===== src/rtl/rstack_pkg.sv =====
// Shared definitions for the return-stack controller, the stack itself and
// the decoder: stack operation encodings, controller FSM states and the
// default geometry of the 64-entry return stack.
package rstack_pkg;

  localparam int DEPTH_DEF = 64;  // stack entries
  localparam int DW_DEF    = 16;  // entry width (return address)
  localparam int CW_DEF    = 7;   // occupancy counter width, 2^CW > DEPTH

  // Operation encoding on stackOP and on the requester op inputs.
  // Codes 0 and 2 are both treated as "no operation" by the controller.
  typedef enum logic [1:0] {
    OP_IDLE = 2'd0,
    OP_PUSH = 2'd1,
    OP_POP  = 2'd3
  } op_e;

  typedef enum logic [1:0] {
    ST_IDLE   = 2'd0,
    ST_UNWIND = 2'd1,
    ST_CLEAR  = 2'd2
  } state_e;

endpackage


===== src/rtl/rstack_arb.sv =====
// Fixed-priority two-requester arbiter for the return stack.
// The interrupt unit always beats the core decoder; the winner's op and data
// are forwarded to the controller. Purely combinational.
//
// Ports:
//   en_i                 arbitration allowed this cycle
//   irq_req_i/op_i/data_i   interrupt-unit request (higher priority)
//   core_req_i/op_i/data_i  core-decoder request (lower priority)
//   grant_irq_o          interrupt request wins
//   grant_core_o         core request wins
//   op_o, data_o         op and data of the winner (zero when no grant)
module rstack_arb #(
  parameter int DW = 16
) (
  input  logic          en_i,
  input  logic          irq_req_i,
  input  logic [1:0]    irq_op_i,
  input  logic [DW-1:0] irq_data_i,
  input  logic          core_req_i,
  input  logic [1:0]    core_op_i,
  input  logic [DW-1:0] core_data_i,
  output logic          grant_irq_o,
  output logic          grant_core_o,
  output logic [1:0]    op_o,
  output logic [DW-1:0] data_o
);

  // NOTE: every output gets a default before any branch so no path leaves a
  // value unassigned; that is what keeps a combinational block latch-free.
  always_comb begin
    grant_irq_o  = 1'b0;
    grant_core_o = 1'b0;
    op_o         = '0;
    data_o       = '0;
    if (en_i && irq_req_i) begin
      grant_irq_o = 1'b1;
      op_o        = irq_op_i;
      data_o      = irq_data_i;
    end else if (en_i && core_req_i) begin
      grant_core_o = 1'b1;
      op_o         = core_op_i;
      data_o       = core_data_i;
    end
  end

endmodule


===== src/rtl/rstack_ctrl.sv =====
// Return-stack controller: sole driver of the stack's stackOP, w and reset.
// Shares the stack between the core decoder and the interrupt unit, tracks
// occupancy, blocks push-when-full / pop-when-empty with sticky error flags,
// and sequences multi-cycle unwind and single-cycle clear operations.
// All outputs are registered; the stack samples them on the following negedge.
//
// Ports:
//   CLK, reset            clock, asynchronous active-high reset
//   core_req/op/data      core request (1 = push, 3 = pop, other = no-op)
//   core_ack              one-cycle pulse when the core request is serviced
//   irq_req/op/data       interrupt-unit request, same encoding, wins over core
//   irq_ack               one-cycle pulse when the irq request is serviced
//   unwind_req, unwind_cnt  pop min(unwind_cnt, depth) entries, one per cycle
//   clear_req             empty the stack (one-cycle stack reset)
//   err_clr               clear sticky error flags (a same-cycle set wins)
//   stack_op, stack_w, stack_rst  stack control outputs
//   depth, full, empty    occupancy status
//   busy                  unwind or clear in progress
//   ovf_err, unf_err      sticky push-while-full / pop-while-empty flags
module rstack_ctrl
  import rstack_pkg::*;
#(
  parameter int DEPTH = DEPTH_DEF,
  parameter int DW    = DW_DEF,
  parameter int CW    = CW_DEF
) (
  input  logic          CLK,
  input  logic          reset,
  input  logic          core_req,
  input  logic [1:0]    core_op,
  input  logic [DW-1:0] core_data,
  output logic          core_ack,
  input  logic          irq_req,
  input  logic [1:0]    irq_op,
  input  logic [DW-1:0] irq_data,
  output logic          irq_ack,
  input  logic          unwind_req,
  input  logic [CW-1:0] unwind_cnt,
  input  logic          clear_req,
  input  logic          err_clr,
  output logic [1:0]    stack_op,
  output logic [DW-1:0] stack_w,
  output logic          stack_rst,
  output logic [CW-1:0] depth,
  output logic          full,
  output logic          empty,
  output logic          busy,
  output logic          ovf_err,
  output logic          unf_err
);

  localparam logic [CW-1:0] DEPTH_C = CW'(DEPTH);
  localparam logic [CW-1:0] ONE_C   = CW'(1);

  state_e        state_q, state_d;
  logic [CW-1:0] depth_q, depth_d;
  logic [CW-1:0] rem_q, rem_d;      // unwind pops still to issue after this one
  op_e           op_q, op_d;
  logic [DW-1:0] w_q, w_d;
  logic          srst_q, srst_d;
  logic          core_ack_q, core_ack_d;
  logic          irq_ack_q, irq_ack_d;
  logic          ovf_q, ovf_d;
  logic          unf_q, unf_d;
  logic          full_q, empty_q, busy_q;

  logic          unwinding;
  logic          arb_en;
  logic          grant_irq, grant_core;
  logic [1:0]    arb_op;
  logic [DW-1:0] arb_data;
  logic [CW-1:0] unwind_n;

  // An unwind keeps popping while pops remain. Otherwise the controller is
  // free again; only a truly idle FSM may accept clear/unwind, so on the
  // cycle that ends a busy phase the requesters are arbitrated directly.
  assign unwinding = (state_q == ST_UNWIND) && (rem_q != '0);
  assign arb_en    = !unwinding &&
                     !((state_q == ST_IDLE) && (clear_req || unwind_req));

  // Requests larger than the occupancy are silently truncated.
  assign unwind_n  = (unwind_cnt < depth_q) ? unwind_cnt : depth_q;

  rstack_arb #(.DW(DW)) u_arb (
    .en_i        (arb_en),
    .irq_req_i   (irq_req),
    .irq_op_i    (irq_op),
    .irq_data_i  (irq_data),
    .core_req_i  (core_req),
    .core_op_i   (core_op),
    .core_data_i (core_data),
    .grant_irq_o (grant_irq),
    .grant_core_o(grant_core),
    .op_o        (arb_op),
    .data_o      (arb_data)
  );

  always_comb begin
    state_d    = state_q;
    depth_d    = depth_q;
    rem_d      = rem_q;
    op_d       = OP_IDLE;
    w_d        = w_q;        // stack_w holds while no op is driven
    srst_d     = 1'b0;
    core_ack_d = 1'b0;
    irq_ack_d  = 1'b0;
    // Clear first, then set below: a same-cycle error event wins.
    ovf_d      = ovf_q & ~err_clr;
    unf_d      = unf_q & ~err_clr;

    if (unwinding) begin
      op_d    = OP_POP;
      depth_d = depth_q - ONE_C;
      rem_d   = rem_q - ONE_C;
    end else begin
      state_d = ST_IDLE;
      if ((state_q == ST_IDLE) && clear_req) begin
        state_d = ST_CLEAR;
        srst_d  = 1'b1;
        depth_d = '0;
        rem_d   = '0;
      end else if ((state_q == ST_IDLE) && unwind_req) begin
        // The first pop is issued immediately; rem counts the rest.
        if (unwind_n != '0) begin
          state_d = ST_UNWIND;
          op_d    = OP_POP;
          depth_d = depth_q - ONE_C;
          rem_d   = unwind_n - ONE_C;
        end
      end else if (grant_irq || grant_core) begin
        irq_ack_d  = grant_irq;
        core_ack_d = grant_core;
        if (arb_op == OP_PUSH) begin
          if (depth_q == DEPTH_C) begin
            ovf_d = 1'b1;
          end else begin
            op_d    = OP_PUSH;
            w_d     = arb_data;
            depth_d = depth_q + ONE_C;
          end
        end else if (arb_op == OP_POP) begin
          if (depth_q == '0) begin
            unf_d = 1'b1;
          end else begin
            op_d    = OP_POP;
            w_d     = arb_data;
            depth_d = depth_q - ONE_C;
          end
        end
      end
    end
  end

  // NOTE: state registers use non-blocking assignments so every register
  // samples the pre-edge values and ordering between blocks cannot matter.
  always_ff @(posedge CLK or posedge reset) begin
    if (reset) begin
      state_q    <= ST_IDLE;
      depth_q    <= '0;
      rem_q      <= '0;
      op_q       <= OP_IDLE;
      w_q        <= '0;
      srst_q     <= 1'b1;   // held through reset and the first cycle after
      core_ack_q <= 1'b0;
      irq_ack_q  <= 1'b0;
      ovf_q      <= 1'b0;
      unf_q      <= 1'b0;
      full_q     <= 1'b0;
      empty_q    <= 1'b1;
      busy_q     <= 1'b0;
    end else begin
      state_q    <= state_d;
      depth_q    <= depth_d;
      rem_q      <= rem_d;
      op_q       <= op_d;
      w_q        <= w_d;
      srst_q     <= srst_d;
      core_ack_q <= core_ack_d;
      irq_ack_q  <= irq_ack_d;
      ovf_q      <= ovf_d;
      unf_q      <= unf_d;
      full_q     <= (depth_d == DEPTH_C);
      empty_q    <= (depth_d == '0);
      busy_q     <= (state_d != ST_IDLE);
    end
  end

  assign stack_op  = op_q;
  assign stack_w   = w_q;
  assign stack_rst = srst_q;
  assign core_ack  = core_ack_q;
  assign irq_ack   = irq_ack_q;
  assign depth     = depth_q;
  assign full      = full_q;
  assign empty     = empty_q;
  assign busy      = busy_q;
  assign ovf_err   = ovf_q;
  assign unf_err   = unf_q;

endmodule


===== config.mk =====
export PLATFORM = sky130hd
export DESIGN_NAME = rstack_ctrl
export DESIGN_NICKNAME = d
export VERILOG_FILES = /design/src/rtl/rstack_pkg.sv /design/src/rtl/rstack_arb.sv /design/src/rtl/rstack_ctrl.sv
export SDC_FILE = /design/constraint.sdc
export NUM_CORES = 1
export LEC_CHECK = 0
export CAP_MARGIN = 15
export CORE_MARGIN = 3
export CORE_UTILIZATION = 65
export CTS_BUF_LIST = sky130_fd_sc_hd__clkbuf_4 sky130_fd_sc_hd__clkbuf_8
export CTS_CLUSTER_SIZE = 20
export DETAILED_ROUTE_END_ITERATION = 16
export DONT_BUFFER_PORTS = 1
export MAX_ROUTING_LAYER = met4
export PLACE_DENSITY = 0.81
export SYNTH_ARGS = -nofsm -noshare
export SYNTH_HDL_FRONTEND = slang
export SYNTH_SLANG_ARGS = --single-unit

===== constraint.sdc =====
create_clock -name CLK -period 6.34 [get_ports CLK]
set_input_delay 1.268 -clock CLK [delete_from_list [all_inputs] [get_ports CLK]]
set_output_delay 1.268 -clock CLK [all_outputs]
set_load 0.01 [all_outputs]

# --- After elaboration in Yosys (flattened, before gate mapping) ---
# Index checks and enable logic that the tools add are counted.
op_classes:
  reduce_logical: 22
  n_addsub: 4
  magnitude_cmp: 1
  n_mux: 61
  eq_ne: 7
  bitwise_logic: 6
ops:
  columns: ["op", "n"]
  rows:
  - ["7-bit 2-to-1 mux", 14]
  - ["16-bit 2-to-1 mux", 6]
  - ["1-bit 2-to-1 mux", 29]
  - ["2-bit 2-to-1 mux", 12]
  - ["7-bit by 1-bit subtractor with 7-bit output (second input constant)", 3]
  - ["7-bit == test (second input constant)", 2]
  - ["7-bit logical NOT", 2]
  - ["7-bit nonzero test", 2]
  - ["7-bit by 1-bit adder with 7-bit output (second input constant)", 1]
  - ["1-bit logical AND", 7]
  - ["7-bit < comparator", 1]
  - ["7-bit AND reduction", 1]
  - ["3-bit nonzero test", 2]
  - ["2-bit by 1-bit == test with 1-bit output (second input constant)", 2]
  - ["2-bit != test (second input constant)", 2]
  - ["1-bit inverter", 4]
  - ["2-bit nonzero test", 2]
  - ["1-bit AND", 2]
  - ["2-bit == test (second input constant)", 1]
  - ["1-bit logical NOT", 2]
  - ["2-bit logical NOT", 1]
  - ["1-bit logical OR", 2]
  - ["2-bit AND reduction", 1]
word_totals:
  wordCells: 114
  output_inout_bits: 33
  regBits: 42
  inputBits: 50

# --- Longest topological paths before layout ---
# Gate-level depths: netlist of the first run.
logic_depth:
  depth_word: 15
  ltp_mapped: 20
  mapped_depth_nobuf: 17

# --- Cells and area by module ---
# From an unflattened synthesis of the first run, not the netlist that was laid out.
unflattened:
  cells_unflattened: 338
  area_unflattened_um2: 3056.7
by_module_without_submodules:
  columns: ["mod", "cells_each", "area_each_um2", "instances", "seq_area_each_um2"]
  rows:
  - ["rstack_ctrl", 311, 2792.7, 1, 1053.5]
  - ["rstack_arb", 27, 264.0, 1, 0.0]

# --- Least setup slack after synthesis of the first run ---
# OpenSTA, ideal clock, no wires.
synth_path:
  path_kind: "input-to-reg"
  start: "input port unwind_cnt[6]"
  end: "register full_q, in the netlist full"
  stages: 17
  path_slack_ps: 1384
  n_path_buf: 2
  t_required_ps: 6245
  setup_time_ps: 95
  t_arrival_ps: 4860
  path_cell_list: "ha_1 -> a21oi_1 -> o21ai_0 -> a21oi_1 -> buf_2 -> clkbuf_1 -> nor2_1 -> a21oi_1 -> ha_1 -> nand2b_1 -> nor4b_2 -> nor2_1 -> mux2_2 -> a21oi_1 -> o22ai_2 -> or3b_4 -> nor4b_2"
synth_between:
  elab_chain_cells: 8
synth_lines:
  columns: ["element", "line_no", "text"]
  rows:
  - ["from (decl)", "rstack_ctrl.sv:38", "input logic [CW-1:0] unwind_cnt,"]
  - ["7-bit < comparator", "rstack_ctrl.sv:82", "assign unwind_n = (unwind_cnt < depth_q) ? unwind_cnt : depth_q;"]
  - ["7-bit 2-to-1 mux (*)", "rstack_ctrl.sv:82", null]
  - ["7-bit nonzero test (*)", "rstack_ctrl.sv:124", "if (unwind_n != '0) begin"]
  - ["7-bit 2-to-1 mux (*)", "rstack_ctrl.sv:124", null]
  - ["7-bit 2-to-1 mux (*)", "rstack_ctrl.sv:122", "end else if ((state_q == ST_IDLE) && unwind_req) begin"]
  - ["7-bit 2-to-1 mux (*)", "rstack_ctrl.sv:117", "if ((state_q == ST_IDLE) && clear_req) begin"]
  - ["7-bit 2-to-1 mux (*)", "rstack_ctrl.sv:111", "if (unwinding) begin"]
  - ["via depth_d[4]", "rstack_ctrl.sv:56", "logic [CW-1:0] depth_q, depth_d;"]
  - ["7-bit == test (*)", "rstack_ctrl.sv:182", "full_q <= (depth_d == DEPTH_C);"]
  - ["to (signal assigned)", "rstack_ctrl.sv:182", null]
  - ["to (decl)", "rstack_ctrl.sv:65", "logic full_q, empty_q, busy_q;"]
# Mark *: on every way through the listed nets, which the timed path passes. The rest lies on a longest branch.
# A chain may end at the register's enable or synchronous reset.

# --- Worst setup path after layout of the first run ---
layout_path:
  start: "input port unwind_cnt[6]"
  end: "register empty_q, in the netlist empty"
layout_between:
  elab_chain_cells: 8
layout_lines:
  columns: ["element", "line_no", "text"]
  rows:
  - ["7-bit < comparator", "rstack_ctrl.sv:82", null]
  - ["7-bit 2-to-1 mux (*)", "rstack_ctrl.sv:82", null]
  - ["7-bit nonzero test (*)", "rstack_ctrl.sv:124", null]
  - ["7-bit 2-to-1 mux (*)", "rstack_ctrl.sv:124", null]
  - ["7-bit 2-to-1 mux (*)", "rstack_ctrl.sv:122", null]
  - ["7-bit 2-to-1 mux (*)", "rstack_ctrl.sv:117", null]
  - ["7-bit 2-to-1 mux (*)", "rstack_ctrl.sv:111", null]
  - ["via depth_d[4]", "rstack_ctrl.sv:56", null]
  - ["7-bit logical NOT (*)", "rstack_ctrl.sv:183", "empty_q <= (depth_d == '0);"]
  - ["to (signal assigned)", "rstack_ctrl.sv:183", null]
  - ["to (decl)", "rstack_ctrl.sv:65", null]
# Marks and branches as above.

==> results of run 1 <==
-- state kept, by name (all words and copies together) (netlist names) --
signal and flops:
unf_err 1, full 1, stack_w 16, irq_ack 1
ovf_err 1, empty 1, stack_op 2, core_ack 1
busy 1, depth 7, stack_rst 1, rem_q 7
state_q 2
-- logic make-up after synthesis --
kind of cell / Yosys count / share of synthesized area
AOI/OAI and AO/OA: 114 / 0.2659
xor gates and xnor gates: 10 / 0.03021
adders and majority gates: 10 / 0.04316
buffers and inverters: 37 / 0.05481
DFF: 42 / 0.3634
muxes: 8 / 0.02892
and+or+nand+nor: 119 / 0.2136
-- cell type report --
| cell class | count | area (um^2) |
|---|---|---|
| Inverter | 17 | 63.81 |
| Sequential cell | 42 | 1054 |
| Tap cell | 50 | 62.56 |
| Multi-Input combinational cell | 261 | 1687 |
| Timing Repair Buffer | 2 | 15.01 |
| Clock inverter | 2 | 12.51 |
| Clock buffer | 6 | 82.58 |
| Fill cell | 342 | 1167 |
-- per-stage QoR --
stage,power [uW],std cells
2_1_floorplan,1203,340
3_3_place_gp,1350,372
3_5_place_dp,1371,372
4_1_cts,1556,380
5_1_grt,1695,380
6_report,1568,380
-- metal layers --
layer,vias to the layer above,share of wire,track usage
met4,0,0.026,0.1291
met5,-,0,-
met3,20,0.075,0.06612
met2,109,0.48,0.4259
li1,1210,-,-
met1,1238,0.42,0.3704
-- final timing paths --
path,startpoint,to,slack (ns),cells after the start
worst min register to register,rem_q[0],rem_q[0],0.52,1
worst max-delay path,unwind_cnt[6],empty,1.52,15
worst max register to register,depth[4],empty,1.57,16
worst min-delay path,rem_q[0],rem_q[0],0.52,1
min in group asynchronous,reset,stack_w[3],0.77,1
max in group asynchronous,reset,empty,4.82,2
-- cell usage after synthesis, drive strengths merged (2+ instances only) --
| master | instances |
|---|---|
| xor2 | 2 |
| nor2b | 2 |
| a21oi | 26 |
| a2bb2oi | 2 |
| clkbuf | 9 |
| nor3b | 2 |
| ha | 10 |
| o221ai | 3 |
| and2 | 4 |
| a21o | 2 |
| o21ai | 36 |
| buf | 11 |
| o22ai | 3 |
| nor3 | 11 |
| and3 | 6 |
| nor2 | 36 |
| a22oi | 17 |
| mux2 | 3 |
| nand2b | 5 |
| dfrtp | 40 |
| o41a | 2 |
| o32ai | 2 |
| nand2 | 36 |
| xnor2 | 8 |
| dfstp | 2 |
| nor4b | 2 |
| nor4 | 3 |
| a31oi | 6 |
| nand3 | 7 |
| inv | 17 |
| mux2i | 5 |
| o211ai | 2 |
| a211oi | 3 |
-- critical path: cells and delay by family --
family / cells / cell delay (ns)
AO/OA/AOI/OAI: 6 / 1.39
adder cells (fa/ha/maj): 2 / 0.57
multiplexers: 1 / 0.35
AND/OR/NAND/NOR: 6 / 1.44
-- power groups by stage --
stage	registers, uW	clock network [uW]	logic (uW)
2_1_floorplan	485	0	717
3_3_place_gp	547	0	803
3_5_place_dp	547	0	824
4_1_cts	543	183	829
5_1_grt	558	193	944
6_report	544	183	841
==> metrics.txt, run 1 <==
status finished, final reports clean; CTS tree done; DP HPWL between 5000 and 6000 um; Crit Path Max Fanout 9; vias in the first global route approximately 2400; Placed Area 0.002882 mm^2; initial core utilization 0.6996; CTS root buffer clkbuf_8; CP endpoint kind register; WHS 0.5194 ns; Cell Area, Synth ~0.0029 mm^2; Setup Buffers After CTS 0; Sink Count between 40 and 50; Synth top area share 0.3453; Period minus WS final 4.818 ns; clk_skew 0.002393 ns; Layout Utilization 0.7183; Lkg Pwr 0.001236 uW; Final Cycle Share 0.7599; Fmax 0.2076 GHz; Finished Cell Area 0.002977 mm^2; die height 72.79 um; Setup Crit Path Kind input port to register; CTS H-tree lvls 2; RSZ-0062 raised after global routing no; Ant. Diodes 0; commonest non-fill, non-tap cell in the layout dfrtp_1; CTS clk-pin slew, worst paths around 0.08 ns; IR drop worst, VDD 278.1 uV; Tot GR Track Use 0.2857; width of the die 72.79 um; Rows 23; Final Hold Viols 0; die area ~0.0053 mm^2; syn_nets 400; drt first-iter violations 200; Ys Warns 0; Detail Route Antenna Nets 0; cts repair resizes 0; CP dominant cell by count a21oi_1; P_int 796.8 uW; min setup slack post-route 1.522 ns; CP peak stage delay roughly 0.54 ns; CP max-delay cell a21oi_1; commonest non-fill, non-tap cells in the layout 40 x dfrtp_1, 36 x nand2_1, 35 x nor2_1, 35 x o21ai_0, 25 x a21oi_1; Final Setup Violations 0; Net Sw Frac 0.4918; largest area contributor in the netlist dfrtp_1; P_sw 771.2 uW; Gate power share 0.536; Worst-Skew Late Latency approximately 0.3 ns; Hold Buf Count CTS 0; startpoint types input port; HP Class register to register; first-pass GRT wire length ~12000 um; pwr dens 526.8 mW/mm^2; syn_area_per_cell 8.527 um^2; wire per inst between 15 and 20 um; clk buf depth 2; drc violations 0; Post-synth ARST share 1.000; io pins 83; Syn-to-layout area delta 2.676%; total CTS buffers 5; 1st-pass router iterations 5; layout cell share with drive strength beyond 1 0.1091; via count 2577; Gate Count Post-Synth 340; distinct cell type count after synthesis 61; Synth Flop Type dfrtp_1; Max Slew Vio Count 0; worst path required time 6.54 ns; EDFF count, synth 0; core area 0.004144 mm^2; largest net degree at the start of global routing 37; vias per cell 6.782; sequential power share 0.347; crit path DAT 5.02 ns; pre-CTS WS between 1 and 1.5 ns; post-synthesis sequential area ratio 0.3634; Area contributors post-synth dfrtp_1 35%, o21ai_0 6.0%, nand2_1 4.7%; setup TNS 0 ns; Post-Route WL roughly 7000 um; Nets between 300 and 400; Buffers on Ports 0; max-cap violations 0; Tightest Pin Transition 0.7934 ns; antenna violations before repair 0; post-synthesis register bit count 42; routability cong. a little under 1; crit path cell chain ha_1, a21oi_1, o21ai_0, a21oi_1, nor2_1, a21oi_1, ha_1, nand2b_1, nor4b_2, nor2_1, mux2_2, a21oi_1, o22ai_2, or3b_4, nor4_1; clock group share of total power 0.117; Relative slew margins 0.4670; grt total ovfl 0
No activity file was read; power rests on OpenSTA's default activity.
==> inputs of run 2 (changes only) <==
--- a/config.mk
+++ b/config.mk
@@ -7,13 +7,13 @@
 export LEC_CHECK = 0
 export CAP_MARGIN = 15
 export CORE_MARGIN = 3
-export CORE_UTILIZATION = 65
+export CORE_UTILIZATION = 60
 export CTS_BUF_LIST = sky130_fd_sc_hd__clkbuf_4 sky130_fd_sc_hd__clkbuf_8
 export CTS_CLUSTER_SIZE = 20
 export DETAILED_ROUTE_END_ITERATION = 16
 export DONT_BUFFER_PORTS = 1
 export MAX_ROUTING_LAYER = met4
-export PLACE_DENSITY = 0.81
+export PLACE_DENSITY = 0.79
 export SYNTH_ARGS = -nofsm -noshare
 export SYNTH_HDL_FRONTEND = slang
 export SYNTH_SLANG_ARGS = --single-unit
==> constraint.sdc (replaced) <==
create_clock -name CLK -period 4.15 [get_ports CLK]
set_input_delay 0.83 -clock CLK [delete_from_list [all_inputs] [get_ports CLK]]
set_output_delay 0.83 -clock CLK [all_outputs]
set_load 0.01 [all_outputs]
==> run 2 against run 1 <==
Effect of this change:
- combinational power grew 77%
- clock power up 81%
- critical path depth is the same
- hold slack got worse by 0.085 ns
- register-to-register slack got worse by 1.1 ns
==> metrics.txt, run 2 (same netlist as run 1, synthesis figures left out) <==
status finished, final reports clean (unchanged); Buffers on Ports 0 (unchanged); cts repair resizes 0 (unchanged); Finished Cell Area 0.003109 mm^2 (was 0.002977 mm^2); io pins 83 (unchanged); reg2reg end empty (unchanged); Detail Route Antenna Nets 0 (unchanged); RSZ-0062 raised after global routing no (unchanged); pre-CTS WS 0.1237 ns (was 1.270 ns); clk_skew 0.01265 ns (was 0.002393 ns); wire per inst 19.41 um (was 18.97 um); clk buf depth 2 (unchanged); total CTS buffers 5 (unchanged); R2R Path Start depth[2] (was depth[4]); Crit Path Max Fanout 7 (was 9); Gate power share 0.578 (was 0.536); min setup slack post-route 0.4156 ns (was 1.522 ns); routability cong. 0.9631 (was 0.9666); r2r setup slk 0.43 ns (was 1.57 ns); Final Setup Violations 0 (unchanged); vias per cell 6.659 (was 6.782); clock group share of total power 0.128 (was 0.117); drt first-iter violations 214 (was 200); Lkg Pwr 0.001310 uW (was 0.001236 uW); Final Hold Viols 0 (unchanged); R2R depth 16 (unchanged); grt total ovfl 0 (unchanged); layout cell share with drive strength beyond 1 0.1466 (was 0.1091); Nets 400 (was 389); Filler Cell Count 382 (was 342); sequential power share 0.293 (was 0.347); crit path DAT 3.93 ns (was 5.02 ns); Worst-Skew Late Latency 0.30 ns (about the same); core area 0.004504 mm^2 (was 0.004144 mm^2); commonest non-fill, non-tap cells in the layout 40 x dfrtp_1, 36 x nand2_1, 35 x nor2_1, 35 x o21ai_0, 23 x a21oi_1 (was 40 x dfrtp_1, 36 x nand2_1, 35 x nor2_1, 35 x o21ai_0, 25 x a21oi_1); startpoint types input port (unchanged); Hold Buf Count CTS 0 (unchanged); Syn-to-layout area delta 7.251% (was 2.676%); register area 0.001054 mm^2 (unchanged); Fmax 0.2678 GHz; Ant. Diodes 0 (unchanged); CTS tree done (unchanged); Net Sw Frac 0.4814 (was 0.4918); IR drop worst, VDD 416.2 uV (was 278.1 uV); Setup Crit Path Kind input port to register (unchanged); Final Cycle Share 0.8999; Tot GR Track Use 0.2827 (was 0.2857); Placed Area 0.002997 mm^2 (was 0.002882 mm^2); Relative slew margins 0.5024 (was 0.4670); via count 2617 (was 2577); HP Class input port to asynchronous set/reset pin (was register to register); antenna violations before repair 0 (unchanged); DP HPWL 5737 um (was 5358 um); P_sw 1239 uW (was 771.2 uW); Largest register FFs 16 (unchanged); Rows 24 (was 23); width of the die 75.51 um (was 72.79 um); CTS clk-pin slew, worst paths 0.09 ns (was 0.08 ns); Sink Count 42 (unchanged); first-pass GRT wire length 12080 um (was 11500 um); Post-Route WL 7629 um (was 7210 um); Setup Buffers After CTS 0 (unchanged); setup TNS 0 ns (unchanged); CP endpoint kind register (unchanged); initial core utilization 0.6436 (was 0.6996); Period minus WS final 3.734 ns; max-cap violations 0 (unchanged); 1st-pass router iterations 5 (unchanged); CTS root buffer clkbuf_8 (unchanged); Worst Setup SP unwind_cnt[6] (unchanged); CTS H-tree lvls 2 (unchanged); WHS 0.4342 ns (was 0.5194 ns); drc violations 0 (unchanged); P_int 1335 uW (was 796.8 uW); largest net degree at the start of global routing 36 (was 37); worst path required time 4.35 ns (was 6.54 ns); Max Slew Vio Count 0 (unchanged); die height 75.51 um (was 72.79 um); Tightest Pin Transition 0.7408 ns (was 0.7934 ns); multi-input logic area 0.001717 mm^2 (was 0.001687 mm^2); commonest non-fill, non-tap cell in the layout dfrtp_1 (unchanged); vias in the first global route 2430 (was 2403); die area 0.005702 mm^2 (was 0.005298 mm^2); pwr dens 827.9 mW/mm^2 (was 526.8 mW/mm^2)
run 2: worst max path at each step:
| stage | cells after the start | endpoint | slack (ns) |
|---|---|---|---|
| after floorplan | 17 | full | 0.007 |
| after global placement | 15 | full | 0.28 |
| after detailed placement | 15 | empty | 0.12 |
| after CTS | 15 | empty | 0.44 |
| after global routing | 16 | empty | 0.03 |
| final | 15 | empty | 0.42 |
run 2: final cells by class:
cell class,instances,share of cell area
multi-input combinational,261,0.5521
sequential,42,0.3388
timing repair buffer,13,0.03139
clock buffer,5,0.02213
tap,52,0.02093
inverter,17,0.02052
clock inverter,3,0.01408
run 2: power groups by stage:
| stage | clock network [uW] | logic (uW) | registers (uW) |
|---|---|---|---|
| after floorplan | 0 | 1140 | 741 |
| after CTS | 335 | 1470 | 756 |
| final | 331 | 1490 | 754 |
| after global placement | 0 | 1420 | 760 |
| after global routing | 352 | 1660 | 781 |
| after detailed placement | 0 | 1460 | 764 |
run 2: through the flow:
step                      instances    util  power (uW)
final                           393  0.6903        2574
after global routing            393  0.6903        2790
after CTS                       393  0.6903        2564
after detailed placement        385  0.6653        2224
after global placement          385  0.6653        2175
after floorplan                 340       -        1883
run 2: critical path: stages:
cell,delay (ns)
ha_1,0.28
a21oi_1,0.14
o21ai_0,0.13
a21oi_2,0.24
nor2_1,0.06
a21oi_1,0.18
ha_2,0.22
nand2b_1,0.12
nor4b_4,0.31
nor2_1,0.09
mux2_4,0.34
a21oi_4,0.20
o22ai_2,0.12
or3b_4,0.39
nor4_1,0.27
run 2: metal layers:
metal  track usage  vias up  routed length [um]
met5             -        -                   0
met4       0.07573        0                 124
met3       0.06332       16                 551
met2        0.4295      118                3707
met1        0.3815     1250                3246
li1              -     1233                   -
